[config.mk]
export PLATFORM = sky130hd
export DESIGN_NAME = uart_word_bridge_flat
export DESIGN_NICKNAME = d
export VERILOG_FILES = /design/src/rtl/uart_bridge_pkg.sv /design/src/rtl/uart_word_bridge_if.sv /design/src/rtl/uart_bridge_timer.sv /design/src/rtl/uart_word_bridge.sv /design/src/flat_wrapper.sv
export SDC_FILE = /design/constraint.sdc
export NUM_CORES = 1
export LEC_CHECK = 0
export ABC_AREA = 1
export BUFFER_PORTS_ARGS = -buffer_cell sky130_fd_sc_hd__buf_2
export CAP_MARGIN = 20
export CORE_MARGIN = 5
export CORE_UTILIZATION = 25
export DETAILED_ROUTE_END_ITERATION = 8
export GPL_TIMING_DRIVEN = 1
export PLACE_DENSITY = 0.53
export SKIP_LAST_GASP = 1
export SLEW_MARGIN = 20
export SYNTH_ARGS = -nofsm -noshare
export SYNTH_HDL_FRONTEND = slang
export SYNTH_SLANG_ARGS = --single-unit
[constraint.sdc]
create_clock -name Clk -period 1.9 [get_ports Clk]
set_clock_uncertainty 0.15 [all_clocks]
set_input_delay 0.285 -clock Clk [delete_from_list [all_inputs] [get_ports Clk]]
set_output_delay 0.285 -clock Clk [all_outputs]
set_load 0.01 [all_outputs]
[src/rtl/uart_bridge_pkg.sv]
// ============================================================================
// Module   : uart_bridge_pkg
// Purpose  : Shared FSM state type, default command bytes and byte helper.
// Revision : 1.0
// ============================================================================
`default_nettype none

package uart_bridge_pkg;

  typedef enum logic [1:0] {
    IDLE       = 2'd0,
    WR_COLLECT = 2'd1,
    RD_SEND    = 2'd2,
    RD_WAIT    = 2'd3
  } state_t;

  localparam logic [7:0] CMD_RD_DEF     = 8'h52;
  localparam logic [7:0] CMD_WR_DEF     = 8'h57;
  localparam int         MAX_WORD_BYTES = 32;
  localparam int         MAX_W          = 8 * MAX_WORD_BYTES;

  // idx counts in wire order; nbytes is the real word size inside the
  // zero-extended MAX_W container.
  function automatic logic [7:0] byte_select(
    input logic [MAX_W-1:0] word,
    input int unsigned      idx,
    input logic             msb_first,
    input int unsigned      nbytes = MAX_WORD_BYTES
  );
    logic [MAX_W-1:0] tmp;
    int unsigned      lane;
    lane = msb_first ? (nbytes - 1 - idx) : idx;
    tmp  = word >> (8 * lane);
    return tmp[7:0];
  endfunction

endpackage

`default_nettype wire

[src/rtl/uart_word_bridge_if.sv]
// ============================================================================
// Module   : uart_word_bridge_if
// Purpose  : Byte-side UART handshake plus parallel word side of the bridge.
// Revision : 1.0
// ============================================================================
`default_nettype none

interface uart_word_bridge_if #(
  parameter int W = 32
);
  logic [7:0]   rx_data;
  logic         rx_done;
  logic         tx_done;
  logic [W-1:0] rd_word;
  logic [7:0]   tx_data;
  logic         tx_en;
  logic [W-1:0] wr_word;
  logic         wr_valid;
  logic         busy;
  logic         err;

  modport slave (
    input  rx_data, rx_done, tx_done, rd_word,
    output tx_data, tx_en, wr_word, wr_valid, busy, err
  );

  modport master (
    output rx_data, rx_done, tx_done, rd_word,
    input  tx_data, tx_en, wr_word, wr_valid, busy, err
  );
endinterface

`default_nettype wire

[src/rtl/uart_bridge_timer.sv]
// ============================================================================
// Module   : uart_bridge_timer
// Purpose  : Inter-byte timeout counter; holds at expiry until cleared.
// Revision : 1.0
// ============================================================================
`default_nettype none

module uart_bridge_timer #(
  parameter logic [31:0] TIMEOUT_CYC = 32'd1000000
) (
  input  logic Clk,
  input  logic Rst,
  input  logic clear,
  output logic expired
);

  logic [31:0] cnt;

  assign expired = (cnt >= TIMEOUT_CYC);

  always_ff @(posedge Clk) begin
    if (Rst || clear) begin
      cnt <= '0;
    end else if (!expired) begin
      cnt <= cnt + 32'd1;
    end
  end

endmodule

`default_nettype wire

[src/rtl/uart_word_bridge.sv]
// ============================================================================
// Module   : uart_word_bridge
// Purpose  : Command-driven bridge between UART byte handshakes and a
//            WORD_BYTES-wide word (WORD_BYTES up to 32). Optional inter-byte
//            write timeout enabled by defining UART_BRIDGE_TIMEOUT_EN.
// Revision : 1.0
// ============================================================================
`default_nettype none

module uart_word_bridge
  import uart_bridge_pkg::*;
#(
  parameter int          WORD_BYTES  = 4,
  parameter bit          MSB_FIRST   = 1'b1,
  parameter logic [7:0]  CMD_RD      = CMD_RD_DEF,
  parameter logic [7:0]  CMD_WR      = CMD_WR_DEF,
  parameter logic [31:0] TIMEOUT_CYC = 32'd1000000
) (
  input  logic                Clk,
  input  logic                Rst,
  uart_word_bridge_if.slave   bus
);

  localparam int            W    = 8 * WORD_BYTES;
  localparam int            CW   = (WORD_BYTES > 1) ? $clog2(WORD_BYTES) : 1;
  localparam logic [CW-1:0] LAST = CW'(WORD_BYTES - 1);

  state_t           state, state_n;
  logic [CW-1:0]    count, count_n;
  logic [W-1:0]     shreg, shreg_n;
  logic [W-1:0]     assembled;
  logic [MAX_W-1:0] ext;
  logic [7:0]       cur_byte;
  logic             tx_en_n, wr_valid_n, err_n;
  logic             timeout;

`ifdef UART_BRIDGE_TIMEOUT_EN
  logic timer_clear;
  // Counter only runs while collecting, restarting on every received byte.
  assign timer_clear = (state != WR_COLLECT) || bus.rx_done;

  uart_bridge_timer #(
    .TIMEOUT_CYC (TIMEOUT_CYC)
  ) u_timer (
    .Clk     (Clk),
    .Rst     (Rst),
    .clear   (timer_clear),
    .expired (timeout)
  );
`else
  logic unused_timeout_cfg;
  assign unused_timeout_cfg = ^TIMEOUT_CYC;
  assign timeout            = 1'b0;
`endif

  always_comb begin
    ext          = '0;
    ext[W-1:0]   = shreg;
    cur_byte     = byte_select(ext, 0, MSB_FIRST, WORD_BYTES);
    // New byte enters at the end opposite to the first-received byte.
    if (MSB_FIRST) begin
      assembled = (shreg << 8) | W'(bus.rx_data);
    end else begin
      assembled = (shreg >> 8) | (W'(bus.rx_data) << (W - 8));
    end
  end

  always_ff @(posedge Clk) begin
    if (Rst) begin
      state <= IDLE;
    end else begin
      state <= state_n;
    end
  end

  always_comb begin
    state_n    = state;
    count_n    = count;
    shreg_n    = shreg;
    tx_en_n    = 1'b0;
    wr_valid_n = 1'b0;
    err_n      = 1'b0;
    case (state)
      IDLE: begin
        if (bus.rx_done) begin
          if (bus.rx_data == CMD_RD) begin
            shreg_n = bus.rd_word;
            count_n = '0;
            state_n = RD_SEND;
          end else if (bus.rx_data == CMD_WR) begin
            count_n = '0;
            state_n = WR_COLLECT;
          end
        end
      end
      RD_SEND: begin
        tx_en_n = 1'b1;
        err_n   = bus.rx_done;
        state_n = RD_WAIT;
      end
      RD_WAIT: begin
        err_n = bus.rx_done;
        if (bus.tx_done) begin
          if (count == LAST) begin
            state_n = IDLE;
          end else begin
            count_n = count + 1'b1;
            shreg_n = MSB_FIRST ? (shreg << 8) : (shreg >> 8);
            state_n = RD_SEND;
          end
        end
      end
      WR_COLLECT: begin
        // A byte in the expiry cycle wins over the timeout.
        if (bus.rx_done) begin
          shreg_n = assembled;
          if (count == LAST) begin
            wr_valid_n = 1'b1;
            state_n    = IDLE;
          end else begin
            count_n = count + 1'b1;
          end
        end else if (timeout) begin
          err_n   = 1'b1;
          state_n = IDLE;
        end
      end
      default: state_n = IDLE;
    endcase
  end

  always_ff @(posedge Clk) begin
    if (Rst) begin
      count        <= '0;
      shreg        <= '0;
      bus.tx_data  <= '0;
      bus.tx_en    <= 1'b0;
      bus.wr_word  <= '0;
      bus.wr_valid <= 1'b0;
      bus.busy     <= 1'b0;
      bus.err      <= 1'b0;
    end else begin
      count        <= count_n;
      shreg        <= shreg_n;
      bus.tx_en    <= tx_en_n;
      bus.wr_valid <= wr_valid_n;
      bus.busy     <= (state_n != IDLE);
      bus.err      <= err_n;
      if (tx_en_n) begin
        bus.tx_data <= cur_byte;
      end
      if (wr_valid_n) begin
        bus.wr_word <= assembled;
      end
    end
  end

endmodule

`default_nettype wire

[src/flat_wrapper.sv]
// flat-port wrapper written by rule: the top's interface ports become plain ports
module uart_word_bridge_flat import uart_bridge_pkg::*;
#(
  parameter int          WORD_BYTES  = 4,
  parameter bit          MSB_FIRST   = 1'b1,
  parameter logic [7:0]  CMD_RD      = CMD_RD_DEF,
  parameter logic [7:0]  CMD_WR      = CMD_WR_DEF,
  parameter logic [31:0] TIMEOUT_CYC = 32'd1000000
)
  (Clk, Rst, bus_rx_data, bus_rx_done, bus_tx_done, bus_rd_word, bus_tx_data, bus_tx_en, bus_wr_word, bus_wr_valid, bus_busy, bus_err);
  uart_word_bridge_if #(.W(32)) bus_i ();
  input  logic Clk;
  input  logic Rst;
  input wire logic [$bits(bus_i.rx_data)-1:0] bus_rx_data;
  input wire logic [$bits(bus_i.rx_done)-1:0] bus_rx_done;
  input wire logic [$bits(bus_i.tx_done)-1:0] bus_tx_done;
  input wire logic [$bits(bus_i.rd_word)-1:0] bus_rd_word;
  output wire logic [$bits(bus_i.tx_data)-1:0] bus_tx_data;
  output wire logic [$bits(bus_i.tx_en)-1:0] bus_tx_en;
  output wire logic [$bits(bus_i.wr_word)-1:0] bus_wr_word;
  output wire logic [$bits(bus_i.wr_valid)-1:0] bus_wr_valid;
  output wire logic [$bits(bus_i.busy)-1:0] bus_busy;
  output wire logic [$bits(bus_i.err)-1:0] bus_err;
  assign bus_i.rx_data = bus_rx_data;
  assign bus_i.rx_done = bus_rx_done;
  assign bus_i.tx_done = bus_tx_done;
  assign bus_i.rd_word = bus_rd_word;
  assign bus_tx_data = bus_i.tx_data;
  assign bus_tx_en = bus_i.tx_en;
  assign bus_wr_word = bus_i.wr_word;
  assign bus_wr_valid = bus_i.wr_valid;
  assign bus_busy = bus_i.busy;
  assign bus_err = bus_i.err;
  uart_word_bridge #(.WORD_BYTES(WORD_BYTES), .MSB_FIRST(MSB_FIRST), .CMD_RD(CMD_RD), .CMD_WR(CMD_WR), .TIMEOUT_CYC(TIMEOUT_CYC)) u_core (.Clk(Clk), .Rst(Rst), .bus(bus_i));
endmodule
==> metrics.md <==
| Metric | Value |
|---|---|
| Setup TNS | `0 ps` |
| Post-cts repair resize count | `0` |
| N_diodes | `0` |
| Inserted Clock Buffers | `9` |
| Root Buffer | `clkbuf_16` |
| Grt ovf | `0` |
| Drt pass-1 iters | `4` |
| Mean post-synth cell area | `7.353 sq um` |
| Compound-cell area share of the yosys netlist | `8.415%` |
| # Post-CTS Setup Buffers | `0` |
| Pwr dens | `995.3 nW/um^2` |
| Fin cells | `720` |
| XOR/XNOR Fraction of Synth Area | `0%` |
| Top post-synthesis cells by area | `dfxtp_1, nor2_1, o21ai_0` |
| Post-synthesis mux area share | `7.213%` |
| Leak | `2.111 nW` |
| Cell with the most instances after synthesis | `nor2_1` |
| Initial antenna violation count | `0` |
| First-pass GRT wire length | `15,680 um` |
| Post-synth EDFFs | `0` |
| Layout cells sized above 1 | `22.24%` |
| CTS tree | `built` |
| Combinational power share | `12.8%` |
| DRC | `0` |
| Crit. End Element | `flop` |
| Fmax achieved | `0.5879 GHz` |
| Int Power | `3.229 mW` |
| Final worst-path cycle share | `89.53%` |
| FFs w/ async S/R, synth | `0%` |
| Final WS setup | `198.9 ps` |
| Synth-to-Final Area Change | `30.84%` |
| Setup CP Type | `reg -> reg` |
| Routed via count | `3,127` |
| Vias in the first global route | `3,172` |
| Row cnt | `42` |
| Total GRT Usage | `12.37%` |
| Clk sinks | `80` |
| RSZ-0062 raised after global routing | `false` |
| Fin nets | `584` |
| Layout fillers | `1,423` |
| Placed cell count | `704` |
| Synth cell count leaders | `nor2_1, dfxtp_1, nand2_1, o21ai_0, nand3_1` |
| Pin count of the biggest net entering global routing | `33` |
| Seq/Total Area, Yosys | `48.08%` |
| Routability cong. | `0.8561` |
| Startpoint types | `flop` |
| Final core area utilization | `33.17%` |
| WL final | `9572 um` |
| Clock share of power | `44.8%` |
| Warnings from Yosys | `0` |
| DP HPWL | `7084 um` |
| Post-Synth Adder-Cell Area | `0.3757%` |
| Clock Tree Buf Depth | `2` |
| Clk Latency, worst-skew pair | `340 ps` |
| Die Footprint | `15,730 sq um` |
| DRT antenna net count | `0` |
| Reg power frac | `42.4%` |
| Setup-failing EPs final | `0` |
| Die X | `125.4 um` |
| DRT iter0 DRCs | `144` |
| Critical path required time | `1980 ps` |
| Vias per cell | `4.343` |
| Ys flop type | `dfxtp_1` |
| Mapped cell area | `3331 sq um` |
| Worst Path Max Fanout | `24` |
| Crit path time final | `1701 ps` |
| Main combinational cell family by area after synthesis | `simple AND/OR/NAND/NOR gates` |
| Max cap viols | `0` |
| Die Ht | `125.4 um` |
| Io pins | `88` |
| Status | `finished, final reports clean` |
| Place WS | `140.6 ps` |
| Placeable Area | `13,140 sq um` |
| Switching power | `1.109 mW` |
| VDD IR max | `487.8 uV` |
| Slew HR | `74.28%` |
| Post-synth top area share | `48.08%` |
| Worst Hold Class | `in -> reg` |
| CTS Hold Bufs | `0` |
| Flops & latches, synth | `80` |
| Total power | `4.338 mW` |
| Port Buffers | `87` |
| Net Sw Frac | `25.57%` |
| Final hold vios | `0` |
| Final max-slew violation count | `0` |
| CTS H-Tree Depth | `3` |
| Reg clk slew, reported paths | `60 ps` |
| Worst-margin pin slew | `385.3 ps` |
| Initial core utilization | `25.35%` |
| Cell variety after synth | `19` |
| Arrival @ worst endpoint | `1780 ps` |
| Post-synthesis simple-gate area fraction | `30.69%` |
| Post-synth top area cell | `dfxtp_1` |
| WL/cell | `13.29 um` |
| Net Count, Synth | `498` |
| Synthesized netlist cell count | `453` |
logic make-up after synthesis:
logic type / after synthesis
multiplexers: 24
AO/OA/AOI/OAI: 55
buffers and inverters: 43
AND/OR/NAND/NOR: 250
flip-flops: 80
adder cells (fa/ha/maj): 1
registers in the layout, summed over array words and instances (netlist names):
signal / cells
u_core.state: 2
u_core.bus.wr_word: 32
u_core.bus.tx_en: 1
u_core.bus.wr_valid: 1
u_core.bus.err: 1
u_core.bus.tx_data: 8
u_core.count: 2
u_core.bus.busy: 1
u_core.shreg: 32
metal layers:
| layer | vias up | routed length, um | GRT usage (%) |
|---|---|---|---|
| met2 | 67 | 4600 | 20.61 |
| li1 | 1632 | - | - |
| met3 | 15 | 377 | 2.900 |
| met1 | 1413 | 4416 | 15.68 |
| met4 | 0 | 178 | 4.273 |
| met5 | - | 0 | 0 |
stage by stage:
stage          area (sq um)  hold slack (ps)
2_1_floorplan          3331            204.1
4_1_cts                4358            66.32
5_1_grt                4358            78.79
3_3_place_gp           4020            304.6
3_5_place_dp           4020            308.5
6_report               4358            57.27
power by group through the flow:
stage	clock, mW	sequential, mW	combinational [mW]
after floorplan	0	1.87	0.360
after global placement	0	1.88	0.556
after detailed placement	0	1.88	0.563
after CTS	1.97	1.84	0.567
after global routing	2.05	1.85	0.640
final	1.94	1.84	0.557
final cells by class:
class	instances	area (sq um)	area share [%]
Sequential cell	80	1603	36.78
Timing Repair Buffer	101	578.1	13.26
Clock buffer	11	252.7	5.800
Tap cell	176	220.2	5.053
Multi-Input combinational cell	330	1555	35.69
Inverter	17	63.81	1.464
Clock inverter	5	85.08	1.952
critical path, stage by stage, from the launching register on:
cell and delay, ps:
dfxtp_1 370, inv_1 150, nand2_1 190, nor2_1 230
inv_1 90, buf_4 230, nor2_1 140, nor2_1 60
path summary, 6_finish.rpt:
kind	startpoint	to	slack, ps	depth (start not counted)
setup / recovery	u_core.state[1]$_SDFF_PP0_	u_core.bus.wr_word[24]$_SDFFE_PP0P_	200	7
hold / removal	Rst	u_core.state[1]$_SDFF_PP0_	60	2
setup reg to reg	u_core.state[1]$_SDFF_PP0_	u_core.bus.wr_word[24]$_SDFFE_PP0P_	200	7
hold reg to reg	u_core.shreg[25]$_SDFFE_PP0P_	u_core.shreg[25]$_SDFFE_PP0P_	320	2
cells in the final DEF, fill, tap and decap left out, types with 2 or more instances in the layout:
cell	count
a21oi_1	3
and2_1	2
buf_12	3
buf_2	87
buf_4	11
bufinv_16	2
clkbuf_16	9
clkbuf_8	2
clkinv_1	2
dfxtp_1	79
inv_1	14
inv_6	2
mux2i_1	24
nand2_1	60
nand3_1	35
nand3b_1	8
nor2_1	143
o21ai_0	49
Power figures use the tool's default switching activity.
